**src/rtl/cpu_pkg.sv**
```systemverilog
// cpu_pkg: shared next-PC op encodings, fetch PC FSM states and default vectors
package cpu_pkg;
  localparam logic [2:0] NPC_SEQ  = 3'b000;
  localparam logic [2:0] NPC_BR   = 3'b001;
  localparam logic [2:0] NPC_JAL  = 3'b010;
  localparam logic [2:0] NPC_JR   = 3'b011;
  localparam logic [2:0] NPC_J    = 3'b100;
  localparam logic [2:0] NPC_ERET = 3'b101;
  localparam logic [31:0] RESET_VEC_DEF = 32'h0000_3000;
  localparam logic [31:0] EXC_VEC_DEF   = 32'h0000_4180;
  typedef enum logic {RUN, PEND} pc_state_e;
endpackage

```
**src/rtl/pc_target_calc.sv**
```systemverilog
// pc_target_calc: combinational redirect decode and target address computation
module pc_target_calc
  import cpu_pkg::*;
#(
  parameter int ADDR_W = 32
) (
  input  logic [2:0]        npc_op_i,
  input  logic              br_taken_i,
  input  logic [ADDR_W-1:0] redir_pc4_i,
  input  logic [15:0]       imm16_i,
  input  logic [25:0]       idx26_i,
  input  logic [ADDR_W-1:0] rs_i,
  input  logic [ADDR_W-1:0] epc_i,
  output logic [ADDR_W-1:0] target_o,
  output logic              redirect_o
);
  logic [ADDR_W-1:0] br_off;
  // word offset sign-extended to the full PC width
  always_comb br_off = {{(ADDR_W-18){imm16_i[15]}}, imm16_i, 2'b00};
  // select target by op; ops 110/111 are sequential and never redirect
  always_comb begin
    target_o = (npc_op_i == NPC_BR) ? redir_pc4_i + br_off :
               (npc_op_i == NPC_JAL || npc_op_i == NPC_J) ? {redir_pc4_i[ADDR_W-1:28], idx26_i, 2'b00} :
               (npc_op_i == NPC_ERET) ? epc_i : rs_i;
    redirect_o = (npc_op_i == NPC_BR && br_taken_i) || npc_op_i inside {NPC_JAL, NPC_JR, NPC_J, NPC_ERET};
  end
endmodule

```
**src/rtl/pc_gen.sv**
```systemverilog
// pc_gen: fetch PC register with stall hold, pending-redirect buffer, exception entry and eret.
// Optional PC_GEN_ALIGN_CHECK_EN: misaligned redirect targets raise an alignment exception.
module pc_gen
  import cpu_pkg::*;
#(
  parameter int          ADDR_W    = 32,
  parameter logic [31:0] RESET_VEC = RESET_VEC_DEF,
  parameter logic [31:0] EXC_VEC   = EXC_VEC_DEF
) (
  input  logic              clk,
  input  logic              rst_n,
  input  logic              stall_i,
  input  logic [2:0]        npc_op_i,
  input  logic              br_taken_i,
  input  logic [ADDR_W-1:0] redir_pc4_i,
  input  logic [15:0]       imm16_i,
  input  logic [25:0]       idx26_i,
  input  logic [ADDR_W-1:0] rs_i,
  input  logic              exc_req_i,
  input  logic [ADDR_W-1:0] exc_pc_i,
  output logic [ADDR_W-1:0] pc_o,
  output logic [ADDR_W-1:0] pc4_o,
  output logic [ADDR_W-1:0] epc_o,
  output logic              pend_o
`ifdef PC_GEN_ALIGN_CHECK_EN
  ,
  output logic              align_exc_o
`endif
);
  localparam logic [ADDR_W-1:0] RST_PC = ADDR_W'(RESET_VEC);
  localparam logic [ADDR_W-1:0] EXC_PC = ADDR_W'(EXC_VEC);
  pc_state_e state_q, state_d;
  logic [ADDR_W-1:0] pc_q, pc_d, epc_q, epc_d, tgt_q, tgt_d, target, load_tgt;
  logic redirect, load;
`ifdef PC_GEN_ALIGN_CHECK_EN
  logic align_q, align_d;
  assign align_exc_o = align_q;
`endif
  pc_target_calc #(.ADDR_W(ADDR_W)) u_calc (
    .npc_op_i   (npc_op_i),
    .br_taken_i (br_taken_i),
    .redir_pc4_i(redir_pc4_i),
    .imm16_i    (imm16_i),
    .idx26_i    (idx26_i),
    .rs_i       (rs_i),
    .epc_i      (epc_q),
    .target_o   (target),
    .redirect_o (redirect)
  );
  assign pc_o   = pc_q;
  assign pc4_o  = pc_q + ADDR_W'(4);
  assign epc_o  = epc_q;
  assign pend_o = (state_q == PEND);
  // next-state: exception > pending release > redirect > capture under stall > sequential > hold
  always_comb begin
    state_d  = state_q;
    pc_d     = pc_q;
    epc_d    = epc_q;
    tgt_d    = tgt_q;
`ifdef PC_GEN_ALIGN_CHECK_EN
    align_d  = 1'b0;
`endif
    load     = !stall_i && (state_q == PEND || redirect);
    load_tgt = (state_q == PEND) ? tgt_q : target;
    if (exc_req_i) begin
      pc_d    = EXC_PC;
      epc_d   = exc_pc_i;
      tgt_d   = '0;
      state_d = RUN;
    end else if (load) begin
      state_d = RUN;
      pc_d    = load_tgt;
`ifdef PC_GEN_ALIGN_CHECK_EN
      if (load_tgt[1:0] != 2'b00) begin
        pc_d    = EXC_PC;
        epc_d   = load_tgt;
        align_d = 1'b1;
      end
`endif
    end else if (redirect && state_q == RUN) begin
      tgt_d   = target;
      state_d = PEND;
    end else if (!stall_i) begin
      pc_d = pc_q + ADDR_W'(4);
    end
  end
  // architectural state registers
  always_ff @(posedge clk or negedge rst_n) begin
    if (!rst_n) begin
      state_q <= RUN;
      pc_q    <= RST_PC;
      epc_q   <= '0;
      tgt_q   <= '0;
`ifdef PC_GEN_ALIGN_CHECK_EN
      align_q <= 1'b0;
`endif
    end else begin
      state_q <= state_d;
      pc_q    <= pc_d;
      epc_q   <= epc_d;
      tgt_q   <= tgt_d;
`ifdef PC_GEN_ALIGN_CHECK_EN
      align_q <= align_d;
`endif
    end
  end
endmodule

```
**config.mk**
```make
export PLATFORM = sky130hd
export DESIGN_NAME = pc_gen
export DESIGN_NICKNAME = d
export VERILOG_FILES = /design/src/rtl/cpu_pkg.sv /design/src/rtl/pc_target_calc.sv /design/src/rtl/pc_gen.sv
export SDC_FILE = /design/constraint.sdc
export NUM_CORES = 1
export LEC_CHECK = 0
export CAP_MARGIN = 20
export CORE_MARGIN = 2
export CORE_UTILIZATION = 45
export DETAILED_ROUTE_END_ITERATION = 10
export GPL_TIMING_DRIVEN = 0
export PLACE_DENSITY = 0.84
export RECOVER_POWER = 25
export SYNTH_ARGS = -nofsm -noshare
export SYNTH_HDL_FRONTEND = slang
export SYNTH_HIERARCHICAL = 1
export SYNTH_SLANG_ARGS = --single-unit
```
**constraint.sdc**
```tcl
create_clock -name clk -period 5.2 [get_ports clk]
set_input_delay 0.78 -clock clk [delete_from_list [all_inputs] [get_ports clk]]
set_output_delay 0.78 -clock clk [all_outputs]
set_load 0.02 [all_outputs]
```
# Word level (Yosys, flattened, before mapping)
# Index checks and enable logic that the tools add are counted.
# Widths: inputs -> output; s select.
# word_totals
romBits,0
wordCells,41
mem_count,0
ram_bits,0
out_inout_bits,97
latch_bits,0
reg_bits,97
input_bits,146
# classes
addsub,2
magnitude_cmp,0
muxes,14
reduce_logical,12
shift,0
mul,0
bitwise_logic,1
div_mod_pow,0
n_eq_ne,8
# op_table
cell,count
$mux 32,11
$add 32x3->32 const B,1
$add 32x32->32,1
$eq 3x2->1 const B,2
$eq 3x3->1 const B,2
$reduce_and 2->1,2
$reduce_bool 4->1,1
$eq 3x1->1 const B,1
$logic_and 1x1->1,3
$logic_or 1x1->1,3
$mux 1,3
$ne 3x1->1 const B,1
$ne 3x3->1 const B,1
$reduce_bool 3->1,1
$ne 2x2->1 const B,1
$reduce_bool 2->1,1
$logic_not 1->1,1
$not 1->1,1

# Logic depth before layout (Yosys ltp)
# Gate-level depths: netlist of the first run.
# depth
word_depth,7
depth_mapped,14
ltp_nobuf,13

# Modules after synthesis
# Netlist of the first run, hierarchy kept.
# modules_own_cells
module,area_per_inst_um2,cells_each,n_inst,seq_area_each_um2
pc_gen,5103.6,516,1,2429.8
pc_target_calc,3309.4,466,1,0.0

# Worst setup path before layout of the first run
# OpenSTA, ideal clock, no wires.
# synth_timing
path_type,input -> register
from,input redir_pc4_i[2]
to,"register pc_q[20], in the netlist pc_o[20]"
cell_stages,13
arrival_ns,3.223
required_time_ns,5.080
setup_time_ns,0.120
path_buffers,1
path_slack_ns,1.857
path_cell_list,ha_1 > fa_1 > a211oi_2 > o21ai_1 > nor4b_2 > or3b_1 > buf_6 > a31oi_4 > xor2_1 > o21ai_1 > mux2i_1 > o32ai_1 > a31o_2
# synth_via
elab_chain_cells,5
# synth_rtl
item,line_no,text
"start, declared",pc_gen.sv:15,"input logic [ADDR_W-1:0] redir_pc4_i,"
$add 32x32->32,pc_target_calc.sv:22,target_o = (npc_op_i == NPC_BR) ? redir_pc4_i + br_off :
$mux 32,pc_target_calc.sv:22,
net target[20],pc_gen.sv:33,"logic [ADDR_W-1:0] pc_q, pc_d, epc_q, epc_d, tgt_q, tgt_d, target, load_tgt;"
$mux 32,pc_gen.sv:64,load_tgt = (state_q == PEND) ? tgt_q : target;
$mux 32,pc_gen.sv:70,end else if (load) begin
$mux 32,pc_gen.sv:65,if (exc_req_i) begin
"end signal, assigned",pc_gen.sv:99,pc_q <= pc_d;
"end, declared",pc_gen.sv:33,
# The timed path passes the listed nets, and every way through them passes these cells.
# A chain may end at the register's enable or synchronous reset.

# Worst setup path in the final report of the first run
# layout_timing
from,input npc_op_i[0]
to,"register pc_q[23], in the netlist pc_o[23]"
# layout_via
elab_chain_cells,7
word_cells_on_any_way,21
classes_between,eq/ne (7); mux (6); reduce/logical (8)
# layout_rtl
item,line_no,text
"start, declared",pc_gen.sv:13,"input logic [2:0] npc_op_i,"
$eq 3x2->1 (tied with other cells),pc_target_calc.sv:25,"redirect_o = (npc_op_i == NPC_BR && br_taken_i) || npc_op_i inside {NPC_JAL, NPC_JR, NPC_J, NPC_ERET};"
$reduce_bool 4->1 / $logic_and 1x1->1 (equally long branches),pc_target_calc.sv:25,
$logic_or 1x1->1 (*),pc_target_calc.sv:25,
net redirect,pc_gen.sv:34,"logic redirect, load;"
$logic_or 1x1->1,pc_gen.sv:63,load = !stall_i && (state_q == PEND || redirect);
$logic_and 1x1->1,pc_gen.sv:63,
$ne 3x3->1 (no source line) (tied with other cells),--,
$reduce_and 2->1 (no source line) / $mux 32 (equally long branches),--,
# The timed path passes the listed nets; every way through them passes the cells marked *.

==> results of run 1 <==
where the power goes:
group	internal (W)	switching, W
clock	0.000371	0.000310
combinational	0.000468	0.000561
sequential	0.000818	0.0000756
total	0.00166	0.000946
per-stage QoR:
stage	total power [W]	hold WS (ns)	util (%)	cells	setup slack, ns
after floorplan	0.001451	0.4444	-	982	1.857
after global placement	0.001893	0.4558	59.99	1456	-0.3142
after detailed placement	0.001910	0.4645	60.12	1457	0.7680
after CTS	0.002584	0.4222	61.66	1472	1.102
after global routing	0.002703	0.5086	61.52	1472	0.7837
final	0.002603	0.4830	61.52	1472	0.9937
kinds of logic after synthesis:
kind of cell	count (synthesis)
XOR/XNOR	54
adder cells (fa/ha/maj)	31
AO/OA/AOI/OAI	362
AND/OR/NAND/NOR	269
buffers and inverters	95
multiplexers	74
flip-flops	97
registers in the layout (all words and copies together), names as in the netlist:
signal / flops
tgt_q: 32
epc_o: 32
pc_o: 32
pend_o: 1
how the worst min path moves through the flow:
| stage | from | end | slack, ns | depth (start not counted) |
|---|---|---|---|---|
| after floorplan | tgt_q[0] | tgt_q[0] | 0.44 | 2 |
| after global placement | tgt_q[11] | tgt_q[11] | 0.46 | 2 |
| after detailed placement | tgt_q[11] | tgt_q[11] | 0.46 | 2 |
| after CTS | rst_n | tgt_q[5] | 0.42 | 1 |
| after global routing | tgt_q[10] | tgt_q[10] | 0.51 | 2 |
| final | tgt_q[28] | tgt_q[28] | 0.48 | 2 |
layer usage:
layer	GRT usage (%)	up-vias	part of all wire (%)
met1	39.81	4510	38
met5	0	-	0
met2	52.04	700	47
met3	7.031	85	11
li1	-	4234	-
met4	10.21	0	3.3
worst max-delay path, stage by stage:
cell and delay (ns):
sky130_fd_sc_hd__clkdlybuf4s50_1 0.54, sky130_fd_sc_hd__buf_1 0.48, sky130_fd_sc_hd__clkbuf_1 0.46, sky130_fd_sc_hd__a211oi_1 0.15, sky130_fd_sc_hd__a21oi_1 0.14, sky130_fd_sc_hd__clkbuf_1 0.38, sky130_fd_sc_hd__or2_2 0.21, sky130_fd_sc_hd__clkbuf_1 0.34
sky130_fd_sc_hd__nand2_1 0.32, sky130_fd_sc_hd__buf_2 0.28, sky130_fd_sc_hd__nor2_1 0.17, sky130_fd_sc_hd__a21oi_1 0.06, sky130_fd_sc_hd__o311ai_0 0.12
synth_stat cells (12+ instances only):
master | n | area, um^2
sky130_fd_sc_hd__a21o_1 | 26 | 195.2
sky130_fd_sc_hd__a22o_1 | 51 | 446.7
sky130_fd_sc_hd__buf_2 | 12 | 60.06
sky130_fd_sc_hd__nor3_1 | 15 | 75.07
sky130_fd_sc_hd__xor2_1 | 27 | 236.5
sky130_fd_sc_hd__o21ai_1 | 17 | 85.08
sky130_fd_sc_hd__ha_1 | 30 | 375.4
sky130_fd_sc_hd__mux2_2 | 35 | 394.1
sky130_fd_sc_hd__nand3_1 | 21 | 105.1
sky130_fd_sc_hd__inv_1 | 15 | 56.30
sky130_fd_sc_hd__and3_1 | 13 | 81.33
sky130_fd_sc_hd__nand2_1 | 94 | 352.8
sky130_fd_sc_hd__nor2_1 | 62 | 232.7
sky130_fd_sc_hd__a222oi_1 | 16 | 160.2
sky130_fd_sc_hd__o21ai_0 | 63 | 315.3
sky130_fd_sc_hd__dfrtp_1 | 95 | 2377
sky130_fd_sc_hd__xnor2_1 | 27 | 236.5
sky130_fd_sc_hd__nand4_1 | 16 | 100.1
sky130_fd_sc_hd__mux2i_1 | 39 | 390.4
sky130_fd_sc_hd__clkbuf_1 | 56 | 210.2
sky130_fd_sc_hd__a21oi_1 | 73 | 365.4
layout make-up:
class | instances | share of cell area (%)
multi-input cells | 790 | 49.05
repair buffers | 241 | 21.08
inverters | 15 | 0.4942
well taps | 234 | 2.570
clock buffers | 10 | 2.010
flip-flops and latches | 97 | 21.33
plain buffers | 80 | 2.976
clock inverters | 5 | 0.4942
==> run summary, run 1 <==
The share of the synthesized netlist area taken by xor and xnor gates is 5.622%. The kind of critical path is in2reg. In this run the tightest slew margin relative to its limit is -42.60%. The checks that failed: max-capacitance violations, max-slew violations. The number of design rule violations left after detail routing came out at 0. The die height is 140.7 um.

The number of detailed-routing iterations run before antenna repair is 7. The synthesis warning total is 6. Summing all flip-flop and latch instances after layout gives 2430 um^2.

The clock latency at the later pin of the worst-skew pair came out at 0.36 ns. The distinct cell type count of the synthesized netlist came out at 85. Global routing consumed, over all layers together, 31.04% of the routing resources. The buffer depth of the longest clock path is 2. The core footprint came out at 18520 um^2. The half-perimeter wire length of the detailed placement result came out at roughly 25000 um. Setup repair after global routing left no endpoint under its margin. The post-route fraction of the period consumed by the critical path is 80.89%.

Across the run, the number of max-cap violations was 2. The initial antenna violation count is 0. The number of cells traversed by the worst register-to-register path is 5. The area occupied by multi-input gates came out at 5588 um^2. The net count after synthesis came out at roughly 1200.

The via count of the first global-routing pass was around 9000. The final count of negative-setup-slack endpoints is 0. The power density over the cells came out at between 200 and 250 nW/um^2. The number of enable flip-flop cells after synthesis is 0. The top cell types in the final layout, fill and taps aside, are sky130_fd_sc_hd__clkdlybuf4s50_1, sky130_fd_sc_hd__dfrtp_1, sky130_fd_sc_hd__nand2_1. The net total in the final layout is 1411. The count of fill cells added during filler insertion is 1592. Based on the critical path, the design can be clocked at up to 237.7 MHz. Relative to the synthesized area, the layout overhead comes to 35.41%. The final count of pins violating max slew is 100. In the final layout, the share of cells above drive strength 1 is 7.754%. After synthesis, the largest family of logic cells by area is compound AO/OA/AOI/OAI gates. The complex-gate fraction of the synthesized area is 30.53%. Dividing the synthesized area by the synthesized cell count gives 8.567 um^2. The final routed wire length divided by cell count came out at 21.60 um. The critical path starts at npc_op_i[0]. The largest fanout on the critical path is 10. The aggregate negative setup slack came out at 0 ns. At the pin with the least slew margin, the transition time is around 2.1 ns. The synthesized-area fraction occupied by adder cells is 4.700%. The register area share after synthesis is around 29%.

The number of buffers inserted by port buffering is 240. The critical path capture point is pc_o[23]. The final critical-path required period came out at 4.206 ns. Of the total synthesized cell area, the portion taken by AND, OR, NAND and NOR gates is 16.24%. The leakage component of the power is ~4.6 nW. Summing every instance area after synthesis gives 8413 um^2. The global-route wire length before repair is 48750 um. The most used flip-flop cell after synthesis is sky130_fd_sc_hd__dfrtp_1. The wire length after detailed routing is ~32000 um.

The setup fix buffers added after clock tree synthesis came out at 0. The clock tree synthesis step divided the H-tree into 3 levels. The placement-stage cell area is 11130 um^2. The maximum vdd ir drop came out at about 0.17 mV. The startpoint of the most critical register-to-register path is pc_o[2]. The repair_antennas step left the layout with diodes totalling 0. The number of buffers added to fix hold violations after cts came out at 0.

Once detail routing completed, the nets flagged for antenna violations numbered 0. The per-cell via count in the routed design is 6.474. The number of top-level pins is around 240. The die width came out at 140.7 um. The overflow left after global routing came out at 0. The slack of the worst reg-to-reg path came out at 2.73 ns.

The count of final hold-check violations is 0. The initial DRC count is 1111. The arrival time of data at the critical path endpoint came out at 4.43 ns. The worst setup path is captured at a register. The flow ran to the end, but the final reports show violations. Routability-driven placement finished with a final weighted congestion of 0.9745. TritonCTS built the clock tree. The die area is 19800 um^2.

The initial standard-cell utilization of the core is 45.43%. The post-synthesis async set-or-reset flop share is 100.0%. Clock-pin slew was measured on the worst setup and hold paths at approximately 0.070 ns. The synthesized flop and latch total is 97. The kind of launch point of the worst setup path is an input pin. The total number of vias came out at 9529.

The number of instances in the synthesized netlist is 982. The required time at the endpoint of the critical path came out at roughly 5.4 ns. The tree is rooted in a sky130_fd_sc_hd__clkbuf_16. The pin count of the biggest net entering global routing came out at 60.

The post-cts repair resize count is 0. The multiplexer share of the synthesized area came out at about a tenth. The tree built by TritonCTS fans out to 97 sinks. The most common cell after layout, fill and taps aside is sky130_fd_sc_hd__clkdlybuf4s50_1.

The final non-filler cell area is 11390 um^2. The endpoint identified for the worst register-to-register timing path is pc_o[14]. The total CTS buffers is 9. The setup clock skew after layout came out at ~0.006 ns. The floorplan has 50 rows. The tightest min-delay check is of the reg2reg type.
Power figures use the tool's default switching activity.
==> run 2: changes to the inputs <==
--- a/config.mk
+++ b/config.mk
@@ -7,10 +7,10 @@
 export LEC_CHECK = 0
 export CAP_MARGIN = 20
 export CORE_MARGIN = 2
-export CORE_UTILIZATION = 45
+export CORE_UTILIZATION = 44
 export DETAILED_ROUTE_END_ITERATION = 10
 export GPL_TIMING_DRIVEN = 0
-export PLACE_DENSITY = 0.84
+export PLACE_DENSITY = 0.86
 export RECOVER_POWER = 25
 export SYNTH_ARGS = -nofsm -noshare
 export SYNTH_HDL_FRONTEND = slang
==> constraint.sdc (replaced) <==
create_clock -name clk -period 3.51 [get_ports clk]
set_input_delay 0.5265 -clock clk [delete_from_list [all_inputs] [get_ports clk]]
set_output_delay 0.5265 -clock clk [all_outputs]
set_load 0.02 [all_outputs]
==> run 2 against run 1 <==
  * The flow still finishes with violations (max-capacitance violations, max-slew violations)
  * Clock skew grew 0.0061 ns
  * Non-clock buffer count rose by 1
  * Routed wire length rose by 0.40%
  * Final cell count up 0.14%
  * Sequential share of layout area down 0.28 points
  * Clock-buffer cell count increased by 2
  * Clock power up 51%
  * Core utilization rose by 0.19 points
  * Worst setup slack got worse by 0.86 ns
  * Die area grew 2.2%
  * Critical endpoint is now pc_o[20]
==> run summary, run 2 (same netlist as run 1, synthesis figures left out) <==
The flow ran to the end, but the final reports show violations. The checks that failed: max-capacitance violations, max-slew violations. The number of placed instances, taps included came out at 1457 (unchanged). The wire length after detailed routing came out at 31930 um (+0.40%). The antenna diode count is 0 (unchanged). The switching power summed over all nets came out at 0.001404 W (+48%). The clock latency at the later pin of the worst-skew pair came to 0.36 ns (about the same). The final critical-path required period is 3.377 ns. TritonCTS built the clock tree.

The relative area change from synthesis to final layout came out at 37.19%. The number of design rule violations left after detail routing is 0 (unchanged). The slew at the pin closest to its max-slew limit came out at 1.995 ns (-0.1443 ns). The total clock sinks came out at 97 (unchanged). The clock-pin slew reported for the worst setup and hold paths after clock tree synthesis is 0.07 ns (about the same). The count of final hold-check violations came out at 0 (unchanged). The min-delay analysis places its worst path in the category reg2reg. The most common cell after layout, fill and taps aside is sky130_fd_sc_hd__clkdlybuf4s50_1. The kind of launch point of the worst setup path is an input pin.

The number of buffers inserted by port buffering came out at 240 (unchanged). The arrival time of data at the critical path endpoint is 3.62 ns (-0.81 ns). The global-route wire length before repair was 49770 um (+2.1%). The clock share of power is 26.4% (+0.2 points). The worst slew slack as a fraction of its limit came out at -32.98% (+9.6 points).

The largest fanout on the critical path came out at 5 (-5). The final count of negative-setup-slack endpoints is 0 (unchanged). The total power after layout is 0.003896 W (+50%).

The final non-filler cell area is 11540 um^2 (+1.3%). The switching part of the total power came out at 36.04% (-0.31 points). The last weighted congestion value of the routability-driven placer came out at 0.9509 (-2.4%).

In the layout the commonest cells are sky130_fd_sc_hd__clkdlybuf4s50_1, sky130_fd_sc_hd__dfrtp_1, sky130_fd_sc_hd__nand2_1. The pin count of the biggest net entering global routing came out at 65 (+8.3%). The top achievable clock speed came out at 296.1 MHz. The share of post-route cells with drive strength above 1 came out at 9.758% (+2.0 points). The total CTS buffers came out at 9 (unchanged).

The leakage component of the power is 4.751 nW (+2.5%). The count of fill cells added during filler insertion is 1582 (-0.63%). The final routed wire length divided by cell count is 21.66 um (+0.26%).

The deepest level of the CTS H-tree is 3 (unchanged). The core footprint came out at 18710 um^2 (+1.0%). The initial DRC count was 969 (-13%). The number of nets still failing antenna checks after routing is 0 (unchanged). The net total in the final layout is 1412 (+0.071%). The number of buffers added to fix hold violations after cts came out at 0 (unchanged). The combinational cell fraction of total power is 39.5% (about the same). The placement-stage cell area came out at 11130 um^2 (unchanged). The via count of the first global-routing pass came out at 8945 (+1.3%). The final count of pins violating max slew was 34 (-66%).

The placement row count came to 50 (unchanged). The setup clock skew after layout is 0.01225 ns (+0.006080 ns). The die height came out at 142.3 um (+1.1%). The kind of critical path is in2reg. The half-perimeter wire length of the detailed placement result is 25340 um (+1.4%). The worst setup path is captured at a register.

The global-route usage over all layers is 31.55% (+0.50 points). The die width is 142.3 um (+1.1%). The power density over the cells came out at 337.5 nW/um^2 (+48%). The initial antenna violation count is 0 (unchanged).

The filler-free cell count of the finished design came out at 1474 (+0.14%). The maximum vdd ir drop is 0.2547 mV (+53%). The number of top-level pins was 243 (unchanged).

The number of detailed-routing iterations run before antenna repair came to 6 (-1). The required time at the endpoint of the critical path is 3.75 ns (-1.68 ns). The buffer depth of the longest clock path came out at 2 (unchanged). The initial standard-cell utilization of the core came out at 44.98% (-0.46 points). The per-cell via count in the routed design came out at 6.292 (-2.8%). The total number of vias is 9275 (-2.7%).

The overflow left after global routing is 0 (unchanged). The die area was 20240 um^2 (+2.2%). After layout, the worst path uses 96.21% of the clock period. The relative contribution of sequential cells to total power is 34.1% (-0.2 points).

The number of max-capacitance violations reported is 1 (-1). The internal power consumption came out at 0.002492 W (+50%). The master cell of the clock root buffer is sky130_fd_sc_hd__clkbuf_16.
[run 2: cell count changes in the layout (fill, tap and decap cells not counted), moves of 3 or more]
cell,change
sky130_fd_sc_hd__clkbuf_2,+6
sky130_fd_sc_hd__ha_1,-4
sky130_fd_sc_hd__clkbuf_1,-6
sky130_fd_sc_hd__nor3_4,+4
sky130_fd_sc_hd__ha_2,+3
sky130_fd_sc_hd__clkdlybuf4s50_1,-3
[run 2: final cells by class]
| type | count | area [um^2] | area share, % |
|---|---|---|---|
| sequential | 97 | 2430 | 21.05 |
| inverter | 15 | 56.30 | 0.4878 |
| clock buffer | 12 | 246.5 | 2.136 |
| buffer | 79 | 345.3 | 2.992 |
| clock inverter | 4 | 52.55 | 0.4553 |
| timing repair buffer | 243 | 2439 | 21.13 |
| tap | 234 | 292.8 | 2.537 |
| multi-input combinational | 790 | 5680 | 49.21 |
[run 2: worst paths after layout]
check                                from        end  slack [ns]  depth (start not counted)
setup / recovery           redir_pc4_i[3]   pc_o[20]        0.13                         13
hold / removal                  tgt_q[27]  tgt_q[27]        0.49                          2
setup reg to reg                 epc_o[9]    pc_o[9]        1.08                          8
hold reg to reg                 tgt_q[27]  tgt_q[27]        0.49                          2
max in group asynchronous           rst_n  tgt_q[26]        1.63                          1
min in group asynchronous           rst_n   pc_o[16]        0.72                          1
[run 2: worst max-delay path, stage by stage]
cell	delay [ns]
sky130_fd_sc_hd__clkdlybuf4s50_1	0.46
sky130_fd_sc_hd__fa_2	0.43
sky130_fd_sc_hd__a211oi_2	0.28
sky130_fd_sc_hd__o21ai_1	0.10
sky130_fd_sc_hd__nor4b_2	0.20
sky130_fd_sc_hd__or3b_1	0.41
sky130_fd_sc_hd__buf_6	0.16
sky130_fd_sc_hd__a31oi_4	0.19
sky130_fd_sc_hd__xor2_2	0.20
sky130_fd_sc_hd__o21ai_2	0.10
sky130_fd_sc_hd__mux2i_2	0.23
sky130_fd_sc_hd__o32ai_1	0.11
sky130_fd_sc_hd__a31o_2	0.23
[run 2: per-stage QoR]
step	setup slack (ns)	utilization, %	hold WS, ns	setup TNS [ns]
floorplan	0.4203	-	0.2309	0
global placement	-1.850	59.38	0.4576	-191.94
detailed placement	-0.6337	59.52	0.4691	-16.95
CTS	0.01937	61.26	0.1374	0
global route	-0.0006772	61.71	0.5196	-0.001031
finish	0.1332	61.71	0.4855	0
[run 2: power by group through the flow]
| stage | Clock [W] | Sequential (W) | Combinational [W] |
|---|---|---|---|
| final | 0.00103 | 0.00133 | 0.00154 |
| after global routing | 0.00109 | 0.00134 | 0.00164 |
| after CTS | 0.00104 | 0.00132 | 0.00151 |
| after detailed placement | 0 | 0.00134 | 0.00150 |
| after global placement | 0 | 0.00134 | 0.00148 |
| after floorplan | 0 | 0.00139 | 0.000755 |
[run 2: layer usage]
metal	wire length [um]	share of wire [%]	up-vias	track usage [%]
met4	1196	3.7	0	14.00
li1	-	-	4238	-
met5	0	0	-	0
met3	3541	11	68	8.109
met1	12310	39	4401	40.09
met2	14880	47	568	50.67
[run 2: what timing repair did]
action	in CTS	in global routing
gates cloned	0	0
setup buffers	0	2
pin swaps	1	7
gates resized for setup	10	26
setup endpoints to repair	31	33
==> run 3: changes to the inputs <==
--- a/config.mk
+++ b/config.mk
@@ -12,6 +12,7 @@
 export GPL_TIMING_DRIVEN = 0
 export PLACE_DENSITY = 0.86
 export RECOVER_POWER = 25
+export SKIP_LAST_GASP = 1
 export SYNTH_ARGS = -nofsm -noshare
 export SYNTH_HDL_FRONTEND = slang
 export SYNTH_HIERARCHICAL = 1
==> results of run 3 <==
No change in the layout: final DEF, timing and power equal those of run 2.
